File: config.mk
export PLATFORM = sky130hd
export DESIGN_NAME = fetch_unit
export DESIGN_NICKNAME = d
export VERILOG_FILES = /design/src/rtl/fetch_pkg.sv /design/src/rtl/fetch_queue.sv /design/src/rtl/fetch_unit.sv
export SDC_FILE = /design/constraint.sdc
export NUM_CORES = 1
export LEC_CHECK = 0
export BUFFER_PORTS_ARGS = -buffer_cell sky130_fd_sc_hd__buf_2
export CAP_MARGIN = 20
export CORE_ASPECT_RATIO = 1.75
export CORE_MARGIN = 2
export CORE_UTILIZATION = 25
export CTS_BUF_LIST = sky130_fd_sc_hd__clkbuf_4
export DETAILED_ROUTE_END_ITERATION = 6
export GPL_TIMING_DRIVEN = 0
export PLACE_DENSITY = 0.42
export SLEW_MARGIN = 20
export SYNTH_ARGS = -nofsm -noshare
export SYNTH_HDL_FRONTEND = slang
export SYNTH_SLANG_ARGS = --single-unit
File: constraint.sdc
create_clock -name clk -period 12.45 [get_ports clk]
set_input_delay 1.245 -clock clk [delete_from_list [all_inputs] [get_ports clk]]
set_output_delay 1.245 -clock clk [all_outputs]
set_load 0.01 [all_outputs]
File: src/rtl/fetch_pkg.sv
// Shared definitions for the instruction fetch stage.
//  - Default widths and reset PC for fetch_unit.
//  - fetch_state_e: BOOT (idle after reset), FETCH (issuing), FLUSH (draining wrong-path responses).
//  - PC_STEP: byte increment between sequential instructions.
package fetch_pkg;

  localparam int PC_W_DEFAULT    = 8;
  localparam int INSTR_W_DEFAULT = 32;
  localparam logic [7:0] RESET_PC_DEFAULT = 8'h00;
  localparam int PC_STEP = 4;

  typedef enum logic [1:0] {
    BOOT  = 2'd0,
    FETCH = 2'd1,
    FLUSH = 2'd2
  } fetch_state_e;

endpackage

File: src/rtl/fetch_queue.sv
// Small FIFO holding fetched {pc, instr} entries waiting for decode.
// Ports:
//  clk, reset     clock, asynchronous active-low reset
//  flush          drop every entry (push/pop in the same cycle are ignored)
//  push/push_data write one entry
//  pop            remove the head entry (ignored when empty)
//  head_data      current head entry (undefined content when empty)
//  count          number of stored entries
//  full/empty     occupancy flags
// DEPTH must be a power of two so the pointers wrap naturally.
module fetch_queue
  import fetch_pkg::*;
#(
  parameter int DEPTH = 2,
  parameter int W     = 40
) (
  input  logic                    clk,
  input  logic                    reset,
  input  logic                    flush,
  input  logic                    push,
  input  logic [W-1:0]            push_data,
  input  logic                    pop,
  output logic [W-1:0]            head_data,
  output logic [$clog2(DEPTH):0]  count,
  output logic                    full,
  output logic                    empty
);

  localparam int AW = $clog2(DEPTH);

  logic [W-1:0]  mem [DEPTH];
  logic [AW-1:0] wptr;
  logic [AW-1:0] rptr;
  logic [AW:0]   cnt;
  logic          do_push;
  logic          do_pop;

  assign empty     = (cnt == '0);
  assign full      = (cnt == (AW+1)'(DEPTH));
  assign count     = cnt;
  assign head_data = mem[rptr];

  // A push into a full queue is only legal when the head leaves in the same cycle.
  assign do_pop  = pop & ~empty;
  assign do_push = push & (~full | do_pop);

  always_ff @(posedge clk or negedge reset) begin
    if (!reset) begin
      wptr <= '0;
      rptr <= '0;
      cnt  <= '0;
    end else if (flush) begin
      wptr <= '0;
      rptr <= '0;
      cnt  <= '0;
    end else begin
      if (do_push) wptr <= wptr + 1'b1;
      if (do_pop)  rptr <= rptr + 1'b1;
      cnt <= cnt + (AW+1)'(do_push) - (AW+1)'(do_pop);
    end
  end

  // Storage carries data only; it needs no reset.
  always_ff @(posedge clk) begin
    if (do_push && !flush) mem[wptr] <= push_data;
  end

endmodule

File: src/rtl/fetch_unit.sv
// Instruction fetch stage: owns the PC, issues in-order requests to instruction
// memory, buffers responses and hands {pc, instr} pairs to decode.
// Optional build macro: FETCH_PERF_CNT_EN adds perf_stall_cnt / perf_flush_cnt.
// Ports:
//  clk, reset                  clock, asynchronous active-low reset
//  imem_req_valid/ready/addr   request channel (addr = current pc, word aligned)
//  imem_rsp_valid/data         in-order response channel
//  redirect_valid/redirect_pc  taken branch/jump from execute (1-cycle pulse)
//  out_valid/ready/pc/instr    handshake towards decode (first-word-fall-through)
//  perf_stall_cnt              (FETCH_PERF_CNT_EN) cycles in FETCH with no output valid
//  perf_flush_cnt              (FETCH_PERF_CNT_EN) redirects seen
module fetch_unit
  import fetch_pkg::*;
#(
  parameter int              PC_W     = PC_W_DEFAULT,
  parameter int              INSTR_W  = INSTR_W_DEFAULT,
  parameter logic [PC_W-1:0] RESET_PC = PC_W'(RESET_PC_DEFAULT),
  parameter int              Q_DEPTH  = 2
) (
  input  logic               clk,
  input  logic               reset,
  output logic               imem_req_valid,
  input  logic               imem_req_ready,
  output logic [PC_W-1:0]    imem_req_addr,
  input  logic               imem_rsp_valid,
  input  logic [INSTR_W-1:0] imem_rsp_data,
  input  logic               redirect_valid,
  input  logic [PC_W-1:0]    redirect_pc,
  output logic               out_valid,
  input  logic               out_ready,
  output logic [PC_W-1:0]    out_pc,
  output logic [INSTR_W-1:0] out_instr
`ifdef FETCH_PERF_CNT_EN
  ,
  output logic [15:0]        perf_stall_cnt,
  output logic [15:0]        perf_flush_cnt
`endif
);

  localparam int CW = $clog2(Q_DEPTH) + 1;
  localparam int EW = PC_W + INSTR_W;

  fetch_state_e      state;
  fetch_state_e      state_nxt;
  logic [PC_W-1:0]   pc;
  logic [CW-1:0]     inflight;
  logic [CW-1:0]     inflight_nxt;
  logic [CW-1:0]     drop;
  logic [CW-1:0]     drop_nxt;
  logic [CW-1:0]     q_count;
  logic              q_full;
  logic              q_empty;
  logic              q_push;
  logic              q_pop;
  logic [EW-1:0]     q_head;
  logic              credit_ok;
  logic              req_fire;
  logic              rsp_keep;
  logic              rsp_drop;
  logic              bypass;
  logic [PC_W-1:0]   rsp_pc;
  logic [1:0]        unused_redirect_lsb;

  assign unused_redirect_lsb = redirect_pc[1:0];

  // Every outstanding request must have a queue slot waiting for it.
  assign credit_ok = ({1'b0, inflight} + {1'b0, q_count}) < (CW+1)'(Q_DEPTH);
  assign req_fire  = imem_req_valid & imem_req_ready;
  assign imem_req_addr = pc;

  // Requests since the last redirect are consecutive, so the oldest outstanding
  // one (the one being answered) sits inflight words behind pc.
  assign rsp_pc   = pc - (PC_W'(inflight) << 2);
  assign rsp_keep = imem_rsp_valid & (drop == '0) & (inflight != '0);
  assign rsp_drop = imem_rsp_valid & (drop != '0);

  assign inflight_nxt = inflight + CW'(req_fire) - CW'(imem_rsp_valid);

  // Redirect: whatever is still outstanding after this cycle is wrong-path.
  always_comb begin
    drop_nxt = drop;
    if (redirect_valid) drop_nxt = inflight_nxt;
    else if (rsp_drop)  drop_nxt = drop - 1'b1;
  end

  always_comb begin
    state_nxt      = state;
    imem_req_valid = 1'b0;
    unique case (state)
      BOOT:  state_nxt = FETCH;
      FETCH: begin
        imem_req_valid = ~redirect_valid & credit_ok;
        if (redirect_valid && inflight_nxt != '0) state_nxt = FLUSH;
      end
      FLUSH: begin
        if (!redirect_valid && drop_nxt == '0) state_nxt = FETCH;
      end
      default: state_nxt = BOOT;
    endcase
  end

  always_ff @(posedge clk or negedge reset) begin
    if (!reset) begin
      state    <= BOOT;
      pc       <= RESET_PC;
      inflight <= '0;
      drop     <= '0;
    end else begin
      state    <= state_nxt;
      inflight <= inflight_nxt;
      drop     <= drop_nxt;
      if (redirect_valid)  pc <= {redirect_pc[PC_W-1:2], 2'b00};
      else if (req_fire)   pc <= pc + PC_W'(PC_STEP);
    end
  end

  // Output: queue head, or the arriving response directly when the queue is empty.
  assign bypass    = q_empty & rsp_keep;
  assign out_valid = ~q_empty | bypass;
  assign q_pop     = out_ready;
  // A redirect flushes the queue, so a same-cycle response is wrong-path and lost.
  assign q_push    = rsp_keep & ~redirect_valid & ~(bypass & out_ready);

  always_comb begin
    out_pc    = '0;
    out_instr = '0;
    if (!q_empty) begin
      {out_pc, out_instr} = q_head;
    end else if (bypass) begin
      out_pc    = rsp_pc;
      out_instr = imem_rsp_data;
    end
  end

  fetch_queue #(
    .DEPTH (Q_DEPTH),
    .W     (EW)
  ) u_queue (
    .clk       (clk),
    .reset     (reset),
    .flush     (redirect_valid),
    .push      (q_push),
    .push_data ({rsp_pc, imem_rsp_data}),
    .pop       (q_pop),
    .head_data (q_head),
    .count     (q_count),
    .full      (q_full),
    .empty     (q_empty)
  );

`ifdef FETCH_PERF_CNT_EN
  always_ff @(posedge clk or negedge reset) begin
    if (!reset) begin
      perf_stall_cnt <= '0;
      perf_flush_cnt <= '0;
    end else begin
      if (state == FETCH && !out_valid && perf_stall_cnt != 16'hFFFF)
        perf_stall_cnt <= perf_stall_cnt + 1'b1;
      if (redirect_valid && perf_flush_cnt != 16'hFFFF)
        perf_flush_cnt <= perf_flush_cnt + 1'b1;
    end
  end
`endif

  a_no_orphan_rsp: assert property (@(posedge clk) disable iff (!reset)
    !(imem_rsp_valid && inflight == '0));
  a_credit: assert property (@(posedge clk) disable iff (!reset)
    ({1'b0, inflight} + {1'b0, q_count}) <= (CW+1)'(Q_DEPTH));
  a_no_overflow: assert property (@(posedge clk) disable iff (!reset)
    !(q_push && q_full && !(q_pop && !q_empty)));

endmodule

### After elaboration in Yosys (flattened, before gate mapping)

Memory sizes are Yosys's and may differ from the RTL's.
Cells that the tools add are included.

* word-level logic and storage cells: 75
* memories: 1
* register bits after elaboration: 18
* output and inout bits: 50
* bits in writable memories: 80
* input port bits: 46

* equality and inequality tests: 5
* magnitude comparators: 1
* multiplexer cells: 19
* bitwise operators: 17
* reduce and logical (&&, ||, !) cells: 15
* $add $sub $neg: 10

Memories
* u_queue.mem: depth 2, width 40, rd ports 1, clocked after Yosys merged registers in 0, write ports 1, RTL line fetch_queue.sv:31 `logic [W-1:0] mem [DEPTH];`

Operator list (number)
* 2-to-1 mux 32 bit: 2
* 2-to-1 mux 8 bit: 4
* nonzero test 2 bit: 6
* AND 1 bit: 11
* 2-to-1 mux 2 bit: 5
* adder 8 x 3 -> 8 bit, second input constant: 1
* logical NOT 2 bit: 4
* subtractor 8 x 4 -> 8 bit: 1
* 2-to-1 mux 1 bit: 7
* one-hot mux 2 bit (3 select lines): 1
* adder 2 x 1 -> 2 bit: 2
* equality test 2 bit, second input constant: 2
* inequality test 2 bit, second input constant: 2
* inverter 1 bit: 4
* subtractor 2 x 1 -> 2 bit: 2
* adder 2 x 2 -> 3 bit: 1
* logical AND 1 bit: 3
* < comparator 3 x 2 -> 1 bit, second input constant: 1
* adder 1 bit, second input constant: 2
* equality test 2 x 1 -> 1 bit, second input constant: 1
* OR 1 bit: 2
* AND reduction 2 bit: 1
* subtractor 2 x 1 -> 2 bit, second input constant: 1
* logical NOT 1 bit: 1

### Depth between registers and ports, before layout

* depth in word-level cells: 12
* gate-level depth with buffers: 13
* gate-level depth less buffers: 12

### Cells and area by module

Synthesis repeated with hierarchy kept, for this count alone.

* cells, all modules: 376
* area, all modules: 4639.4 um2

Modules (own cells, without submodules)
* fetch_queue: cells an instance 154, instances 1, area each 3136.8 um2, sequential area each 2502.4 um2
* fetch_unit: cells an instance 222, instances 1, area each 1502.7 um2, sequential area each 300.3 um2

### Worst setup path after synthesis

No wires, ideal clock.

* path kind: input to register
* from: input imem_rsp_valid
* to: memory u_queue.mem[0][0] (enable)
* path slack: 7.840 ns
* data required time: 11.969 ns
* library setup time: 0.481 ns
* arrival: 4.130 ns
* cell stages on the path: 3
* buffers on the path: 0
* path through: o211a_1 -> o21ai_1 -> nor3_1

* longest elaborated chain between the ends: 10
* elaborated cells between the ends (all ways): 11
* those cells by class: 2 x mux; 8 x bitwise; 1 x reduce/logical

RTL lines
* from (decl): RTL line fetch_unit.sv:25 `input logic imem_rsp_valid,`
* AND 1 bit (*) (2 in a row): RTL line fetch_unit.sv:74 `assign rsp_keep = imem_rsp_valid & (drop == '0) & (inflight != '0);`
* AND 1 bit: RTL line fetch_unit.sv:118 `assign bypass = q_empty & rsp_keep;`
* AND 1 bit: RTL line fetch_unit.sv:122 `assign q_push = rsp_keep & ~redirect_valid & ~(bypass & out_ready);`
* inverter 1 bit: RTL line fetch_unit.sv:122
* AND 1 bit (*): RTL line fetch_unit.sv:122
* AND 1 bit (*): RTL line fetch_queue.sv:45 `assign do_push = push & (~full | do_pop);`
* logical AND 1 bit (*): RTL line fetch_queue.sv:65 `if (do_push && !flush) mem[wptr] <= push_data;`
* 2-to-1 mux 1 bit (*): RTL line fetch_queue.sv:65
* 2-to-1 mux 1 bit (implied by the code) (*): RTL line fetch_queue.sv:65
* to (decl): RTL line fetch_queue.sv:31

Every way passes the cells marked *; elsewhere a longest branch is shown, timed or not.

### Worst setup path in the final report

* from: input imem_rsp_valid
* to: output out_pc[6]

* longest elaborated chain between the ends: 5

RTL lines
* AND 1 bit (2 in a row): RTL line fetch_unit.sv:74
* AND 1 bit: RTL line fetch_unit.sv:118
* 2-to-1 mux 8 bit: RTL line fetch_unit.sv:129 `end else if (bypass) begin`
* 2-to-1 mux 8 bit: RTL line fetch_unit.sv:127 `if (!q_empty) begin`
* to (decl): RTL line fetch_unit.sv:31 `output logic [PC_W-1:0] out_pc,`

Every way passes these cells.

==> impl_metrics.yaml <==
die:
  core_area_um2: 16450
  start_util: 0.2552
  num_rows: 62
  fp.dieW_um: 102.0
  fp.dieH_um: 175.4
  dieArea_um2: 17880
  io_pins: 96
detailed_routing:
  dr_total_vias: 2869
  antenna_left: 0
  vias_per_cell: 4.327
  wire_per_inst_um: 15.29
  dr.pass1.iters: 4
  route.detailed.drc: 0
  drt_iter0_drc: 54
  totalWireLength_mm: 10.13
clocking:
  clk_pin_slew_worst_paths_ps: 140
  cts_setup_buffers: 0
  cts_tree: "done"
  cts_num_sinks: 92
  clock_path_buffers: 2
  cts_hold_buffers: 0
  cts_resized: 0
  cts-buffers-inserted: 9
  cts_root_buf: "clkbuf_4"
  worstSkewPairLatency_ps: 450
  htree_levels: 3
setup_path:
  worst_setup_path_start_kind: "primary input"
  crit_fanout: 10
  required_ps: 11200
  regToRegEndpoint: "state[0]"
  cp_cell_sequence: "buf_2, o211ai_1, nor3_2, clkbuf_1, nand2_1, o21ai_1, buf_2"
  r2r-start: "inflight[0]"
  r2r_setup_slack_ps: 9480
  slowest_delay_ps: 560
  reg2regPathDepth: 13
  critical_path_class: "in -> out"
  cp_slowest_cell: "nor3_2"
  end_kind: "output port"
  cp.arrival_ps: 2980
  path_common_cell: "buf_2"
logic_synthesis:
  synth_fa_ha_area_frac: 0.03338
  synth_flop_cell: "edfxtp_1"
  async_flop_share: 0.1739
  synth_cell_types: 44
  syn_area_per_cell_um2: 12.96
  synth-xor-area-share: 0.02504
  yosysWarnings: 0
  ys_ff_latch: 92
  synthTopCellsByArea: "edfxtp_1, dfrtp_1, mux2i_1, o21ai_1, nand2_1"
  synth_area_um2: 4198
  synth_top_family_by_area: "multiplexers"
  syn_inst: 324
  yosysTopAreaCellShare: 0.5437
  synth_compound_area_frac: 0.07928
  muxShareOfSynthArea: 0.09806
  yosys.area_share.simple: 0.08733
  synth_edf_count: 76
  synth_seq_area_share: 0.6390
  synth_largest_area_cell: "edfxtp_1"
sta:
  whs_ps: 542.3
  grt_setup_unrepaired: "false"
  finalCritPeriodShare: 0.3390
  setup_viol: 0
  relSlewSlack: 0.4187
  slew_viol_final: 0
  hold_viol_final: 0
  tns_ps: 0
  tightest_slew_ps: 872.0
  period_needed_ps: 4220
  finalClockSkew_ps: 25.64
  fmax_ghz: 0.2369
pwr:
  leakage_nw: 1.976
  combPwrFrac: 0.434
  pwr-share-seq: 0.387
  internal_power_uw: 631.1
  swShare: 0.3846
  peakVddDrop_uv: 88.50
  power.density_nw_per_um2: 198.4
  clkPwrFrac: 0.179
  switchingPower_uw: 394.4
place:
  hpwl_mm: 7.338
  place.gp.congestion: 0.7365
  placedCellCount: 646
  port-buffer-count: 89
global_route:
  grt_pass1_wl_mm: 15.77
  antenna_found_initial: 2
  grt_pass1_vias: 2975
  grtUsageTotal: 0.1184
  grt_max_degree: 24
  grt-ovfl-total: 0
run:
  maxCapViolations: 0
layout:
  fillers: 1736
  nets: 489
  syn2layout_area_growth_pct: 23.10
  drive_gt1_frac: 0.2785
  fin_cells: 663
  multi_input_area_um2: 1378
  seq_area_um2: 2683
  final_core_util: 0.3142
hold_path:
  holdPathEnd: "state[1]"
  hold_depth: 1
  hold_path.class: "reg -> reg"
  worstHoldStart: "state[1]"
run_status:
  status: "completed"
## area by class of cell
type,count,area share
clock inverters,7,0.01768
well taps,224,0.05424
inverters,13,0.009927
flip-flops and latches,92,0.5191
diodes,1,0.0004843
plain buffers,21,0.02010
repair buffers,95,0.09879
clock buffers,9,0.01308
multi-input cells,201,0.2666
## cells in the mapped netlist, types with 2 or more instances
cell type and n:
a21oi_1 2, ha_1 8, o22ai_1 3, o21ai_1 38, nand3_1 2, xnor2_1 7
mux2i_1 40, and2_1 4, edfxtp_1 76, clkbuf_1 14, o211ai_1 2, dfrtp_1 16
nor2_1 11, fa_1 2, inv_1 12, buf_4 4, xor2_1 5, nor2b_1 6
buf_2 2, nor3_1 5, nand4_1 2, o2bb2ai_1 3, nand2_1 39
## cells by family (layout without fill, tap and decap cells)
| logic type | Yosys count | after routing |
|---|---|---|
| flops | 92 | 92 |
| simple gates | 77 | 77 |
| compound gates | 57 | 57 |
| mux | 41 | 41 |
| buf+inv | 34 | 145 |
| xor+xnor | 12 | 12 |
| fa+ha+maj | 10 | 10 |
| other cells | 1 | 5 |
## flip-flops by register name (all words and copies together), names as in the netlist
name	cells
state	2
inflight	2
imem_req_addr	6
drop	2
u_queue.wptr	1
u_queue.count	2
u_queue.rptr	1
u_queue.mem	76
## through the flow
stage	cell area, µm²	power, mW	setup WS [ps]
6_report	5167	1.025	8230
5_1_grt	5167	1.110	7995
4_1_cts	5165	1.052	8110
3_5_place_dp	5006	0.8635	8131
3_3_place_gp	4935	0.8570	5349
2_1_floorplan	4209	0.6841	7840
## worst max path at each step
| stage | from | endpoint | slack, ps | depth (start not counted) |
|---|---|---|---|---|
| 6_report | imem_rsp_valid | out_pc[6] | 8230 | 7 |
| 3_5_place_dp | imem_rsp_valid | out_instr[19] | 8130 | 7 |
| 2_1_floorplan | imem_rsp_valid | u_queue.mem[0][0] | 7840 | 3 |
| 4_1_cts | imem_rsp_valid | out_instr[19] | 8110 | 7 |
| 3_3_place_gp | imem_rsp_valid | u_queue.mem[0][27] | 5350 | 4 |
| 5_1_grt | imem_rsp_valid | out_pc[6] | 8000 | 7 |
## layout by cell type, fill, tap and decap left out, types with 5 or more instances in the layout
master	n
buf_2	91
edfxtp_1	76
mux2i_1	40
nand2_1	39
o21ai_1	38
dfrtp_1	16
clkbuf_1	14
inv_1	12
nor2_1	11
clkbuf_4	9
ha_1	8
xnor2_1	7
buf_4	7
nor2b_1	6
xor2_1	5
## per-layer routing
layer	GRT usage	up-vias	share of wire	wire (µm)
met5	0	-	0.0013	13
met1	0.1308	1397	0.39	3978
met3	0.02666	13	0.032	329
li1	-	1393	-	-
met2	0.2171	64	0.56	5681
met4	0.04167	2	0.013	132
## critical path, delay by kind of cell
kind            cells  cell delay, ps
simple gates        2             670
buf+inv             3             790
compound gates      2             260
## power by group through the flow
| stage | sequential, mW | combinational, mW | clock, mW |
|---|---|---|---|
| floorplan | 0.402 | 0.282 | 0 |
| global placement | 0.407 | 0.450 | 0 |
| detailed placement | 0.405 | 0.459 | 0 |
| CTS | 0.398 | 0.461 | 0.193 |
| global route | 0.403 | 0.501 | 0.206 |
| finish | 0.397 | 0.445 | 0.184 |
(Power assumes the default switching activity.)
